`config.mk`:
```
export PLATFORM = sky130hd
export DESIGN_NAME = apb_reg_bank
export DESIGN_NICKNAME = d
export VERILOG_FILES = /design/src/rtl/apb_reg_bank.sv
export SDC_FILE = /design/constraint.sdc
export NUM_CORES = 1
export LEC_CHECK = 0
export ABC_AREA = 1
export BUFFER_PORTS_ARGS = -buffer_cell sky130_fd_sc_hd__buf_4
export CAP_MARGIN = 40
export CORE_AREA = 3 3 231 233
export DETAILED_ROUTE_END_ITERATION = 10
export DIE_AREA = 0 0 234 236
export HOLD_SLACK_MARGIN = 0.15
export PLACE_DENSITY_LB_ADDON = 0.3
export SLEW_MARGIN = 0
export SYNTH_ARGS = -nofsm -noshare
export SYNTH_HDL_FRONTEND = slang
export SYNTH_SLANG_ARGS = --single-unit
```
`constraint.sdc`:
```
create_clock -name pclk -period 2.71 [get_ports pclk]
set_input_delay 0.271 -clock pclk [delete_from_list [all_inputs] [get_ports pclk]]
set_output_delay 0.271 -clock pclk [all_outputs]
set_load 0.005 [all_outputs]
```
`src/rtl/apb_reg_bank.sv`:
```
// APB3 slave register bank: NUM_REGS word registers at BASE_ADDR, per-register
// read-only status mapping, byte strobes and a programmable wait-state count.
module apb_reg_bank #(
    parameter int                        ADDR_WIDTH  = 10,
    parameter int                        DATA_WIDTH  = 32,
    parameter int                        NUM_REGS    = 8,
    parameter logic [ADDR_WIDTH-1:0]     BASE_ADDR   = 10'd5,
    parameter logic [NUM_REGS-1:0]       RO_MASK     = {NUM_REGS{1'b0}},
    parameter int                        WAIT_STATES = 1
) (
    input  logic                           pclk,
    input  logic                           preset_n,
    input  logic [ADDR_WIDTH-1:0]          paddr,
    input  logic                           psel,
    input  logic                           penable,
    input  logic                           pwrite,
    input  logic [DATA_WIDTH-1:0]          pwdata,
    input  logic [DATA_WIDTH/8-1:0]        pstrb,
    output logic                           pready,
    output logic [DATA_WIDTH-1:0]          prdata,
    output logic                           pslverr,
    input  logic [NUM_REGS*DATA_WIDTH-1:0] reg_in,
    output logic [NUM_REGS*DATA_WIDTH-1:0] reg_out,
    output logic [NUM_REGS-1:0]            wr_pulse
);

    localparam int STRB_W = DATA_WIDTH / 8;
    localparam int IDX_W  = (NUM_REGS > 1) ? $clog2(NUM_REGS) : 1;

    typedef enum logic [1:0] {IDLE, ACCESS, RESP} state_t;

    state_t                                 state, state_next;
    logic [3:0]                             cnt, cnt_next;
    logic                                   capture, commit;

    logic [ADDR_WIDTH-1:0]                  addr_q;
    logic                                   write_q;
    logic [DATA_WIDTH-1:0]                  wdata_q;
    logic [STRB_W-1:0]                      strb_q;

    logic [NUM_REGS-1:0][DATA_WIDTH-1:0]    regs;
    logic [NUM_REGS-1:0][DATA_WIDTH-1:0]    status;

    logic [ADDR_WIDTH-1:0]                  x_addr;
    logic                                   x_write;
    logic [DATA_WIDTH-1:0]                  x_wdata;
    logic [STRB_W-1:0]                      x_strb;
    logic [ADDR_WIDTH:0]                    diff;
    logic                                   hit, ro;
    logic [IDX_W-1:0]                       idx;

    assign status = reg_in;

    // NOTE: every always_comb output gets a default first so no latch is inferred.
    always_comb begin
        state_next = state;
        cnt_next   = cnt;
        capture    = 1'b0;
        commit     = 1'b0;
        case (state)
            IDLE, RESP: begin
                state_next = IDLE;
                if (psel && !penable) begin
                    capture = 1'b1;
                    if (WAIT_STATES == 0) begin
                        commit     = 1'b1;
                        state_next = RESP;
                    end else begin
                        state_next = ACCESS;
                        cnt_next   = 4'(WAIT_STATES);
                    end
                end
            end
            ACCESS: begin
                if (!(psel && penable)) begin
                    state_next = IDLE;
                    cnt_next   = 4'd0;
                end else if (cnt <= 4'd1) begin
                    commit     = 1'b1;
                    state_next = RESP;
                    cnt_next   = 4'd0;
                end else begin
                    cnt_next = cnt - 4'd1;
                end
            end
            default: state_next = IDLE;
        endcase
    end

    // With zero wait states the transfer commits on the setup edge, so decode the live bus.
    always_comb begin
        x_addr  = capture ? paddr  : addr_q;
        x_write = capture ? pwrite : write_q;
        x_wdata = capture ? pwdata : wdata_q;
        x_strb  = capture ? pstrb  : strb_q;
        diff    = {1'b0, x_addr} - {1'b0, BASE_ADDR};
        hit     = !diff[ADDR_WIDTH] && (diff < (ADDR_WIDTH+1)'(NUM_REGS));
        idx     = diff[IDX_W-1:0];
        ro      = hit && RO_MASK[idx];
    end

    // NOTE: sequential state uses non-blocking assignments only, so every flop sees pre-edge values.
    always_ff @(posedge pclk or negedge preset_n) begin
        if (!preset_n) begin
            state <= IDLE;
            cnt   <= 4'd0;
        end else begin
            state <= state_next;
            cnt   <= cnt_next;
        end
    end

    // NOTE: the register array is reset because software expects zeroed control registers.
    always_ff @(posedge pclk or negedge preset_n) begin
        if (!preset_n) begin
            addr_q   <= '0;
            write_q  <= 1'b0;
            wdata_q  <= '0;
            strb_q   <= '0;
            regs     <= '0;
            pready   <= 1'b0;
            pslverr  <= 1'b0;
            prdata   <= '0;
            wr_pulse <= '0;
        end else begin
            pready   <= 1'b0;
            pslverr  <= 1'b0;
            prdata   <= '0;
            wr_pulse <= '0;
            if (capture) begin
                addr_q  <= paddr;
                write_q <= pwrite;
                wdata_q <= pwdata;
                strb_q  <= pstrb;
            end
            if (commit) begin
                pready <= 1'b1;
                if (!hit || (x_write && ro)) begin
                    pslverr <= 1'b1;
                end else if (x_write) begin
                    wr_pulse[idx] <= 1'b1;
                    for (int b = 0; b < STRB_W; b++) begin
                        if (x_strb[b]) regs[idx][b*8 +: 8] <= x_wdata[b*8 +: 8];
                    end
                end else begin
                    prdata <= ro ? status[idx] : regs[idx];
                end
            end
        end
    end

    // Read-only registers are never written, so their slices of reg_out stay zero.
    always_comb begin
        reg_out = '0;
        for (int k = 0; k < NUM_REGS; k++) begin
            if (!RO_MASK[k]) reg_out[k*DATA_WIDTH +: DATA_WIDTH] = regs[k];
        end
    end

endmodule

```
==> results of run 1 <==
cells by family after synthesis:
kind of cell | Yosys count | share of synthesized area (%)
buffers and inverters | 151 | 4.64
AND/OR/NAND/NOR | 1232 | 35.4
adder cells (fa/ha/maj) | 2 | 0.154
flip-flops | 351 | 54.1
AO/OA/AOI/OAI | 165 | 5.74
worst paths after layout:
kind | from | endpoint | slack, ps | cells past startpoint
setup / recovery | state[0] | prdata[28] | 200 | 12
hold / removal | psel | addr_q[8] | 190 | 5
setup reg to reg | state[0] | prdata[28] | 200 | 12
hold reg to reg | reg_out[251] | reg_out[251] | 510 | 2
max in group asynchronous | preset_n | wdata_q[13] | 1480 | 3
min in group asynchronous | preset_n | reg_out[191] | 310 | 2
power groups by stage:
stage,Sequential [mW],Clock [mW],Combinational (mW)
finish,5.46,5.34,2.88
global route,5.47,5.63,3.11
CTS,5.45,5.41,2.82
detailed placement,5.55,0,2.79
global placement,5.54,0,2.77
floorplan,5.53,0,1.57
cells in the final DEF (no fill, tap or decap), types with 3 or more instances in the layout:
master / Yosys / routed
sky130_fd_sc_hd__buf_4: 4 / 424
sky130_fd_sc_hd__a21oi_1: 25 / 25
sky130_fd_sc_hd__o21ai_1: 4 / 4
sky130_fd_sc_hd__or2_1: 4 / 4
sky130_fd_sc_hd__o22ai_1: 71 / 71
sky130_fd_sc_hd__nor2_4: 3 / 8
sky130_fd_sc_hd__nand2_1: 702 / 699
sky130_fd_sc_hd__nand4_1: 4 / 4
sky130_fd_sc_hd__nor2_2: 9 / 6
sky130_fd_sc_hd__clkinv_2: 0 / 5
sky130_fd_sc_hd__inv_1: 31 / 31
sky130_fd_sc_hd__buf_6: 18 / 3
sky130_fd_sc_hd__or2_2: 11 / 11
sky130_fd_sc_hd__buf_12: 0 / 20
sky130_fd_sc_hd__inv_2: 16 / 14
sky130_fd_sc_hd__nor2_1: 153 / 151
sky130_fd_sc_hd__nand4_4: 29 / 29
sky130_fd_sc_hd__o21ai_0: 62 / 62
sky130_fd_sc_hd__dlygate4sd3_1: 0 / 13
sky130_fd_sc_hd__clkbuf_1: 49 / 10
sky130_fd_sc_hd__nand3b_1: 35 / 35
sky130_fd_sc_hd__clkbuf_8: 0 / 9
sky130_fd_sc_hd__nand3_1: 274 / 273
sky130_fd_sc_hd__dfrtp_1: 351 / 351
sky130_fd_sc_hd__nand2_2: 1 / 3
sky130_fd_sc_hd__clkbuf_16: 0 / 42
worst reg2reg max path, delay by kind of cell (launching register included):
kind | cells | cell delay [ps]
AND/OR/NAND/NOR | 6 | 970
buffers and inverters | 4 | 720
AO/OA/AOI/OAI | 2 | 290
flip-flops | 1 | 410
repair_timing:
item	CTS	global route
gates resized for setup	0	12
buffers inserted	0	4
hold buffers	13	0
setup endpoints to repair	0	177
endpoints found under the hold margin	75	0
registers in the layout (all words and copies together) (netlist names):
signal and flops:
reg_out 256, prdata 32, wdata_q 32, addr_q 10
wr_pulse 8, cnt 4, strb_q 4, state 2
pready 1, pslverr 1, write_q 1
cell type report:
type | instances | share of cell area, %
Multi-Input combinational cell | 1399 | 31.3
Inverter | 47 | 0.839
Clock inverter | 9 | 0.370
Timing Repair Buffer | 462 | 17.5
Sequential cell | 351 | 40.6
Tap cell | 680 | 3.93
Clock buffer | 60 | 5.49
per-stage QoR:
step / cells / utilization [%] / cell area, µm²
6_report: 3008 / 42.1 / 21600
5_1_grt: 3008 / 42.1 / 21600
4_1_cts: 3003 / 41.9 / 21500
3_5_place_dp: 2921 / 39.2 / 20100
3_3_place_gp: 2921 / 39.2 / 20100
2_1_floorplan: 1901 / - / 16200
layer usage:
metal	part of all wire (%)	track usage [%]	wire length (µm)
met5	0.020	0	13
met1	44	34.6	29200
met2	43	35.0	28700
met4	2.7	6.53	1800
met3	10	4.77	6730
==> results by group, run 1 <==
Place
  – Number of buffers inserted by port buffering: between 300 and 400
  – Detailed placer's ending HPWL: 45.7 mm
  – Worst Setup Slack post-DPL: ~50 ps
  – Gp weighted congestion: around 0.85

Die
  – Starting density of the core: about a third
  – Boundary Pins: between 600 and 700
  – Area of the core: just over 50,000 µm²
  – Die Span X: roughly 230 µm
  – Vert. Die Dim: between 200 and 250 µm
  – Row count: 83
  – DIE AREA: ~55,000 µm²

Layout
  – Register Area: 8780 µm²
  – P&R area growth vs syn: 33.1%
  – Area used by multi-input combinational logic: around 6800 µm²
  – Inserted Diodes: 0
  – Filler cell count in the final layout: 5,036
  – Layout cells sized above 1: 25.4%
  – Net total in the final layout: about 2.6k

Route
  – DRC violation total after the first TritonRoute iteration: around 1.7k
  – Number of vias per cell: roughly 5.3
  – Total via count in the routed design: around 16k
  – First-pass iteration count of the detailed router: 5
  – DRC violations left: 0
  – Routed length per instance: 22.1 µm
  – WL final: approximately 66 mm
  – Number of nets still failing antenna checks after routing: 0

GRT
  – Global-route usage over all layers: 23.5%
  – Pin count of the biggest net entering global routing: 72
  – Antenna violations before repair: 1
  – Wire length of the first global-routing pass: roughly 100 mm
  – Number of global-route vias before repair: about 15k
  – Global-route congestion overflow total: 0

Setup path
  – Critical path capture point type: flip-flop
  – Crit-path max FO: 17
  – Combined buffer and inverter count along the critical path: 4
  – Master of the slowest instance on the critical path: sky130_fd_sc_hd__dfrtp_1
  – Delay of the slowest critical-path stage: 410 ps
  – Crit path DAT: 2930 ps
  – Cell chain of the critical path: nor2_4 > nand3_1 > nand2_1 > buf_4 > inv_1 > nand2_2 > nand2_2 > inv_1 > buf_4 > o21ai_0 > nand3b_1 > a21oi_1
  – Setup crit start kind: flip-flop
  – Critical Setup Path Class: reg -> reg
  – Data required time at the worst endpoint: about 3100 ps
  – Crit-path leading delay family: simple AND/OR/NAND/NOR gates

Clocking
  – Clock slew at reported path FFs: 60 ps
  – Number of buffers created by CTS: 40
  – Htree depth: 2
  – Worst-skew pair later-pin latency: between 500 and 600 ps
  – Largest buffer count on any clock path: 3
  – Clock tree from TritonCTS: yes
  – Clk sink count: approximately 350
  – Clock root buffer: sky130_fd_sc_hd__clkbuf_16

STA
  – Setup TNS: 0 ps
  – Worst-case setup margin in the final layout: 201 ps
  – Post-Route Skew: between 15 and 20 ps
  – Count of final setup violators: 0
  – Final clock period utilization by the worst path: ~93%
  – Max_slew headroom: 56.9%
  – Achievable Freq: between 300 and 400 MHz
  – Setup repair after global routing missed its margin: true
  – Max-slew violation count: 0
  – Final Critical Period: about 2500 ps
  – Tightest Pin Transition: 646 ps
  – Final hold vios: 0
  – WHS: between 150 and 200 ps

Synthesis
  – Count of flip-flops with a built-in enable after synthesis: 0
  – Post-synthesis cell area: 16,200 µm²
  – Synth Flop Type: sky130_fd_sc_hd__dfrtp_1
  – Number of instances in the synthesized netlist: about 1.9k
  – Cell type with the highest aggregate area in the netlist: sky130_fd_sc_hd__dfrtp_1
  – Synth warnings: 0
  – Post-synthesis sequential area ratio: a little over half
  – FF+latch count, synth: 351
  – Count of distinct cell types in the synthesized netlist: 31
  – Synth area leaders: sky130_fd_sc_hd__dfrtp_1 (54%), sky130_fd_sc_hd__nand2_1 (16%), sky130_fd_sc_hd__nand3_1 (8.4%)
  – Syn Nets: 2,210
  – Most common cell in the synthesized netlist: sky130_fd_sc_hd__nand2_1
  – Mean Syn Cell Area: between 8 and 9 µm²
  – Synth top area share: 54.1%
  – Ranking of synthesized cells by instance count: sky130_fd_sc_hd__nand2_1 (702), sky130_fd_sc_hd__dfrtp_1 (351), sky130_fd_sc_hd__nand3_1 (274), sky130_fd_sc_hd__nor2_1 (153), sky130_fd_sc_hd__o22ai_1 (71)
  – Asr flop ratio synth: 100%

Status
  – Result of the run: complete, no violations

Pwr
  – Total internal power: 9.33 mW
  – Total Power: 13.7 mW
  – Total power per unit cell area: 632 nW/µm²
  – Psw: 4.35 mW
  – Sw Ratio: 31.8%
  – Share of power burned in registers: about two fifths
  – Relative contribution of combinational cells to total power: about a fifth
  – Worst VDD drop: 0.000360 V
  – Static leakage power: roughly 12 nW
  – Part of the total power dissipated in the clock network: slightly below 40%

Job
  – Max-cap violation count: 0

Min path
  – Min-delay worst type: in -> reg
Power figures use the tool's default switching activity.
==> inputs of run 2 (changes only) <==
--- a/config.mk
+++ b/config.mk
@@ -8,12 +8,14 @@
 export ABC_AREA = 1
 export BUFFER_PORTS_ARGS = -buffer_cell sky130_fd_sc_hd__buf_4
 export CAP_MARGIN = 40
-export CORE_AREA = 3 3 231 233
+export CELL_PAD_IN_SITES_DETAIL_PLACEMENT = 0
+export CELL_PAD_IN_SITES_GLOBAL_PLACEMENT = 1
+export CORE_AREA = 3 3 237 239
 export DETAILED_ROUTE_END_ITERATION = 10
-export DIE_AREA = 0 0 234 236
+export DIE_AREA = 0 0 240 242
 export HOLD_SLACK_MARGIN = 0.15
 export PLACE_DENSITY_LB_ADDON = 0.3
-export SLEW_MARGIN = 0
+export SETUP_SLACK_MARGIN = 0.3
 export SYNTH_ARGS = -nofsm -noshare
 export SYNTH_HDL_FRONTEND = slang
 export SYNTH_SLANG_ARGS = --single-unit
==> results by group, run 2 (same netlist as run 1, synthesis figures left out) <==
Route
  – First-pass iteration count of the detailed router: 5 (unchanged)
  – Number of vias per cell: 5.16 (-2.3%)
  – Number of nets still failing antenna checks after routing: 0 (unchanged)
  – Detail Route met3 WL: 6.90 mm (+2.5%)
  – Metal-1 WL: 31.7 mm (+8.4%)
  – Routed met2 length: 31.4 mm (+9.5%)
  – Top routing layer in use: met5
  – WL final: 71.5 mm (+7.6%)
  – Routed length per instance: 23.3 µm (+5.7%)
  – DRC violations left: 0 (unchanged)
  – Total via count in the routed design: 15.8k (-0.50%)
  – DRC violation total after the first TritonRoute iteration: 1,363 (-18%)

Die
  – Starting density of the core: 30.1% (-1.5 points)
  – Vert. Die Dim: 242 µm (+2.5%)
  – Area of the core: 54,000 µm² (+5.1%)
  – DIE AREA: 58,100 µm² (+5.2%)
  – Die Span X: 240 µm (+2.6%)
  – Boundary Pins: 605 (unchanged)
  – Row count: 85 (+2.4%)

Min path
  – Terminating pin of the worst hold path: state[1]
  – Min-delay worst type: in -> reg
  – Cell count of the worst hold path: 5 (unchanged)
  – Hold Path Origin: psel

Job
  – Max-cap violation count: 0 (unchanged)

Pwr
  – Share of power burned in registers: 38.0% (-1.9 points)
  – Psw: 4.54 mW (+4.5%)
  – Static leakage power: 12.1 nW (+2.6%)
  – Total power per unit cell area: 639 nW/µm² (+1.1%)
  – Part of the total power dissipated in the clock network: 40.3% (+1.2 points)
  – Total Power: 14.4 mW (+5.0%)
  – Worst VDD drop: 0.000373 V (+3.8%)
  – Total internal power: 9.81 mW (+5.1%)
  – Sw Ratio: 31.7% (-0.13 points)
  – Relative contribution of combinational cells to total power: 21.7% (+0.7 points)

Clocking
  – Htree depth: 2 (unchanged)
  – Clock root buffer: sky130_fd_sc_hd__clkbuf_16
  – Clock slew at reported path FFs: 60 ps (about the same)
  – Number of buffers created by CTS: 41 (+2.5%)
  – Clk sink count: 351 (unchanged)
  – Worst-skew pair later-pin latency: 570 ps (about the same)
  – Largest buffer count on any clock path: 3 (unchanged)
  – Clock tree from TritonCTS: yes

STA
  – Count of final setup violators: 0 (unchanged)
  – Achievable Freq: 420 MHz (+5.4%)
  – Final clock period utilization by the worst path: 87.8% (-4.7 points)
  – Tightest Pin Transition: 605 ps (-41.4 ps)
  – Setup repair after global routing missed its margin: true
  – Post-Route Skew: 29.2 ps (+9.79 ps)
  – Setup TNS: 0 ps (unchanged)
  – Final Critical Period: 2380 ps (-128 ps)
  – Max-slew violation count: 0 (unchanged)
  – Final hold vios: 0 (unchanged)
  – Max_slew headroom: 59.7% (+2.8 points)

Setup path
  – Crit-path max FO: 8 (-9)
  – Critical path capture point type: flip-flop
  – Critical Setup Path Class: reg -> reg
  – Setup crit start kind: flip-flop
  – Crit path DAT: 2890 ps (-40 ps)
  – Critical R2R Capture: reg_out[194]
  – Worst R2R Path Depth: 14 (+2)
  – Worst-case register-to-register setup slack: 330 ps (+130 ps)
  – Origin of the critical flop-to-flop path: state[0]
  – Crit path launch: state[0]
  – Data required time at the worst endpoint: 3220 ps (+80 ps)

GRT
  – Antenna violations before repair: 2 (+1)
  – Global-route congestion overflow total: 0 (unchanged)
  – Global-route usage over all layers: 23.3% (-0.19 points)
  – Number of global-route vias before repair: 15.0k (-2.2%)
  – Wire length of the first global-routing pass: 101 mm (+3.3%)
  – Pin count of the biggest net entering global routing: 67 (-6.9%)

Layout
  – Number of flip-flops under the largest register name: 256 (unchanged)
  – Leading cell types in the layout, fill and taps excluded: sky130_fd_sc_hd__nand2_1 (668), sky130_fd_sc_hd__buf_4 (424), sky130_fd_sc_hd__dfrtp_1 (351)
  – Most frequent standard cell in the layout excluding fill and tap cells: sky130_fd_sc_hd__nand2_1
  – Area used by multi-input combinational logic: 6920 µm² (+2.4%)
  – Layout cells sized above 1: 28.1% (+2.8 points)
  – Register Area: 8780 µm² (unchanged)
  – Net total in the final layout: 2,646 (+1.4%)
  – Filler cell count in the final layout: 5,414 (+7.5%)
  – P&R area growth vs syn: 38.2%

Place
  – Detailed placer's ending HPWL: 47.2 mm (+3.2%)
  – Gp weighted congestion: 0.837 (-1.8%)
  – Number of buffers inserted by port buffering: 348 (unchanged)

Status
  – Result of the run: complete, no violations
==> run 2: cell types whose count changed in the layout (fill, tap and decap cells not counted), moves of 3 or more <==
cell	delta
sky130_fd_sc_hd__nand3_2	+4
sky130_fd_sc_hd__nand3_1	-5
sky130_fd_sc_hd__inv_2	-3
sky130_fd_sc_hd__dlygate4sd3_1	+8
sky130_fd_sc_hd__buf_12	+7
sky130_fd_sc_hd__nor2_1	-4
sky130_fd_sc_hd__nand2_1	-31
sky130_fd_sc_hd__buf_6	+15
sky130_fd_sc_hd__nand2_2	+29
sky130_fd_sc_hd__bufinv_16	+3
sky130_fd_sc_hd__clkbuf_16	+6
==> run 2: metal layers <==
metal | track usage (%) | vias to the layer above
li1 | - | 7159
met1 | 33.7 | 7744
met2 | 35.1 | 822
met3 | 5.59 | 91
met4 | 5.98 | 2
met5 | 0 | -
==> run 2: power by group through the flow <==
stage,Sequential (mW),Clock [mW],Combinational [mW]
2_1_floorplan,5.53,0,1.57
3_3_place_gp,5.55,0,2.84
3_5_place_dp,5.55,0,2.85
4_1_cts,5.45,5.89,2.93
5_1_grt,5.47,6.09,3.34
6_report,5.46,5.79,3.11
==> run 2: stage by stage <==
| step | instance area, µm² | instances | setup WS (ps) | utilization [%] | hold slack (ps) |
|---|---|---|---|---|---|
| 4_1_cts | 21900 | 3031 | 287 | 40.5 | 162 |
| 3_5_place_dp | 20200 | 2934 | -48.9 | 37.3 | 291 |
| 3_3_place_gp | 20200 | 2934 | -50.5 | 37.3 | 282 |
| 2_1_floorplan | 16200 | 1901 | 687 | - | -24.6 |
| 6_report | 22500 | 3063 | 330 | 41.6 | 179 |
| 5_1_grt | 22500 | 3062 | 222 | 41.6 | 195 |
==> run 2: worst max-delay path, cell delays in order (launching register included) <==
cell	delay, ps
sky130_fd_sc_hd__dfrtp_1	400
sky130_fd_sc_hd__inv_2	90
sky130_fd_sc_hd__nand3_4	130
sky130_fd_sc_hd__buf_8	190
sky130_fd_sc_hd__o21ai_4	220
sky130_fd_sc_hd__nand2_1	150
sky130_fd_sc_hd__nand2_2	100
sky130_fd_sc_hd__nand4_1	110
sky130_fd_sc_hd__buf_6	150
sky130_fd_sc_hd__buf_12	140
sky130_fd_sc_hd__nor2_4	120
sky130_fd_sc_hd__buf_12	160
sky130_fd_sc_hd__buf_6	170
sky130_fd_sc_hd__nand3_1	90
sky130_fd_sc_hd__nand2_1	80
==> run 2: layout make-up <==
| type | instances | share of cell area, % |
|---|---|---|
| inverter | 47 | 0.886 |
| sequential | 351 | 39.1 |
| antenna | 1 | 0.0111 |
| clock inverter | 12 | 0.747 |
| timing repair buffer | 497 | 19.1 |
| clock buffer | 60 | 5.43 |
| tap | 696 | 3.88 |
| multi-input combinational | 1399 | 30.8 |
==> run 2: worst max path at each step <==
stage | endpoint | slack [ps]
after floorplan | reg_out[49] | 690
after global placement | reg_out[85] | -50
after detailed placement | reg_out[86] | -50
after CTS | reg_out[134] | 290
after global routing | reg_out[132] | 220
final | reg_out[194] | 330
==> run 2: timing repair <==
item,CTS,global route
endpoints found under the hold margin,95,0
pin swaps,3,10
hold buffers,21,0
setup endpoints to repair,292,267
gates cloned,0,8
buffers inserted,4,23
gates resized for setup,19,73
==> inputs of run 3 (changes only) <==
--- a/config.mk
+++ b/config.mk
@@ -10,11 +10,12 @@
 export CAP_MARGIN = 40
 export CELL_PAD_IN_SITES_DETAIL_PLACEMENT = 0
 export CELL_PAD_IN_SITES_GLOBAL_PLACEMENT = 1
-export CORE_AREA = 3 3 237 239
+export CORE_AREA = 2 2 236 238
 export DETAILED_ROUTE_END_ITERATION = 10
-export DIE_AREA = 0 0 240 242
+export DIE_AREA = 0 0 238 240
 export HOLD_SLACK_MARGIN = 0.15
 export PLACE_DENSITY_LB_ADDON = 0.3
+export RECOVER_POWER = 100
 export SETUP_SLACK_MARGIN = 0.3
 export SYNTH_ARGS = -nofsm -noshare
 export SYNTH_HDL_FRONTEND = slang
==> results by group, run 3 (same netlist as run 1, synthesis figures left out) <==
Die
  – Die Span X: 238 µm (-0.83%)
  – Starting density of the core: 29.7% (-0.35 points)
  – Row count: 86 (+1.2%)
  – Area of the core: 54,700 µm² (+1.2%)
  – Vert. Die Dim: 240 µm (-0.83%)
  – Boundary Pins: 605 (unchanged)
  – DIE AREA: 57,100 µm² (-1.7%)

Clocking
  – Clock root buffer: sky130_fd_sc_hd__clkbuf_16
  – Worst-skew pair later-pin latency: 560 ps (about the same)
  – Clk sink count: 351 (unchanged)
  – Clock slew at reported path FFs: 60 ps (about the same)
  – Clock tree from TritonCTS: yes
  – Htree depth: 2 (unchanged)
  – Largest buffer count on any clock path: 3 (unchanged)
  – Number of buffers created by CTS: 42 (+2.4%)

Setup path
  – Critical Setup Path Class: reg -> reg
  – Crit-path leading delay family: simple AND/OR/NAND/NOR gates
  – Critical path capture point type: flip-flop
  – Crit path launch: state[0]
  – Setup crit start kind: flip-flop
  – Crit-path max FO: 18 (+10)
  – Crit path DAT: 2880 ps (about the same)
  – Combined buffer and inverter count along the critical path: 5 (-1)
  – Worst-case register-to-register setup slack: 270 ps (-60 ps)
  – Master of the slowest instance on the critical path: sky130_fd_sc_hd__dfrtp_1
  – Delay of the slowest critical-path stage: 400 ps (about the same)
  – Worst R2R Path Depth: 13 (-1)
  – Origin of the critical flop-to-flop path: state[0]
  – Crit path capture: reg_out[153]
  – Critical R2R Capture: reg_out[153]
  – Data required time at the worst endpoint: 3150 ps (-70 ps)
  – Cell chain of the critical path: inv_1 > nand3_4 > buf_12 > o21ai_0 > inv_1 > nor2_1 > nand3_2 > nor2_4 > buf_6 > buf_16 > nand4_4 > nand2_1 > nand2_1
  – Number of cells on the critical path: 13 (-1)

STA
  – Tightest Pin Transition: 1780 ps (+1180 ps)
  – Max_slew headroom: -19.0% (-79 points)
  – Final clock period utilization by the worst path: 90.1% (+2.3 points)
  – Final hold vios: 0 (unchanged)
  – Setup repair after global routing missed its margin: true
  – Final Critical Period: 2440 ps (+62.2 ps)
  – Max-slew violation count: 58 (+58)
  – Achievable Freq: 409 MHz (-2.5%)
  – Post-Route Skew: 13.8 ps (-15.4 ps)
  – Count of final setup violators: 0 (unchanged)

Job
  – Max-cap violation count: 1 (+1)

Route
  – Routed length per instance: 22.8 µm (-2.4%)
  – Number of vias per cell: 5.15 (-0.22%)
  – Number of nets still failing antenna checks after routing: 0 (unchanged)
  – First-pass iteration count of the detailed router: 5 (unchanged)
  – DRC violation total after the first TritonRoute iteration: 1,298 (-4.8%)
  – Total via count in the routed design: 15.9k (+0.24%)
  – DRC violations left: 0 (unchanged)
  – WL final: 70.1 mm (-1.9%)

Layout
  – Net total in the final layout: 2,650 (+0.15%)
  – Inserted Diodes: 0 (-1)
  – Leading cell types in the layout, fill and taps excluded: sky130_fd_sc_hd__nand2_1 (689), sky130_fd_sc_hd__dfrtp_1 (351), sky130_fd_sc_hd__nand3_1 (271)
  – P&R area growth vs syn: 37.0%
  – Layout cells sized above 1: 24.6% (-3.6 points)
  – Number of flip-flops under the largest register name: 256 (unchanged)
  – Most frequent standard cell in the layout excluding fill and tap cells: sky130_fd_sc_hd__nand2_1
  – Utilization of the core after routing: 40.7% (-0.85 points)

Place
  – Gp weighted congestion: 0.858 (+2.5%)
  – Detailed placer's ending HPWL: 47.2 mm (about the same)
  – Number of buffers inserted by port buffering: 348 (unchanged)

GRT
  – Wire length of the first global-routing pass: 103 mm (+1.0%)
  – Pin count of the biggest net entering global routing: 72 (+7.5%)
  – Antenna violations before repair: 1 (-1)
  – Number of global-route vias before repair: 15.4k (+2.4%)
  – Global-route congestion overflow total: 0 (unchanged)
  – Global-route usage over all layers: 24.1% (+0.77 points)

Status
  – Result of the run: finished, violations left
  – Violations in the final reports: capacitance limit, slew limit

Pwr
  – Total Power: 14.3 mW (-0.44%)
  – Static leakage power: 11.7 nW (-3.0%)
  – Worst VDD drop: 0.000428 V (+15%)
  – Total power per unit cell area: 642 nW/µm² (+0.45%)

Min path
  – Min-delay worst type: in -> reg
  – Cell count of the worst hold path: 3 (-2)
-- run 3: cell type report --
type	instances	area, µm²
Timing Repair Buffer	500	4180
Clock inverter	9	104
Sequential cell	351	8780
Tap cell	704	881
Inverter	47	188
Fill cell	5530	32400
Multi-Input combinational cell	1399	6860
Clock buffer	67	1270
-- run 3: per-stage QoR --
stage	hold WS [ps]	worst slack (ps)	instance area [µm²]	setup TNS (ps)	instances
floorplan	-24.6	687	16200	0	1901
global route	192	66.7	22300	0	3077
global placement	268	1.35	20500	0	2961
finish	189	268	22300	0	3077
detailed placement	267	-9.08	20500	-9.08	2961
CTS	151	297	22200	0	3058
-- run 3: where the power goes --
group / internal, mW / switching [mW]
registers: 5.39 / 0.0649
clock network: 3.39 / 2.25
logic: 1.02 / 2.17
-- run 3: routing by layer --
metal / track usage (%) / vias to the layer above / part of all wire, % / wire length (µm)
met5: 0 / - / 0.016 / 11
met4: 5.81 / 2 / 2.0 / 1400
met3: 4.96 / 97 / 8.5 / 5990
met2: 36.5 / 791 / 44 / 30700
met1: 35.2 / 7801 / 46 / 32000
li1: - / 7165 / - / -
-- run 3: how the worst min path moves through the flow --
stage	slack, ps	to	startpoint
final	190	wdata_q[16]	pwdata[16]
after global placement	270	reg_out[166]	preset_n
after CTS	150	wdata_q[16]	pwdata[16]
after global routing	190	wdata_q[3]	pwdata[3]
after floorplan	-20	addr_q[0]	preset_n
after detailed placement	270	reg_out[134]	preset_n
-- run 3: tightest hold or removal path, stage by stage --
cell,delay [ps]
sky130_fd_sc_hd__buf_4,80
sky130_fd_sc_hd__nand2_1,40
sky130_fd_sc_hd__nand2_1,250
-- run 3: timing repair --
action / in CTS / in global routing
setup buffers: 7 / 14
endpoints found under the hold margin: 144 / 0
hold buffers: 12 / 0
cloned: 2 / 5
pin swaps: 3 / 12
endpoints found under the setup margin: 294 / 272
gates resized for setup: 20 / 31
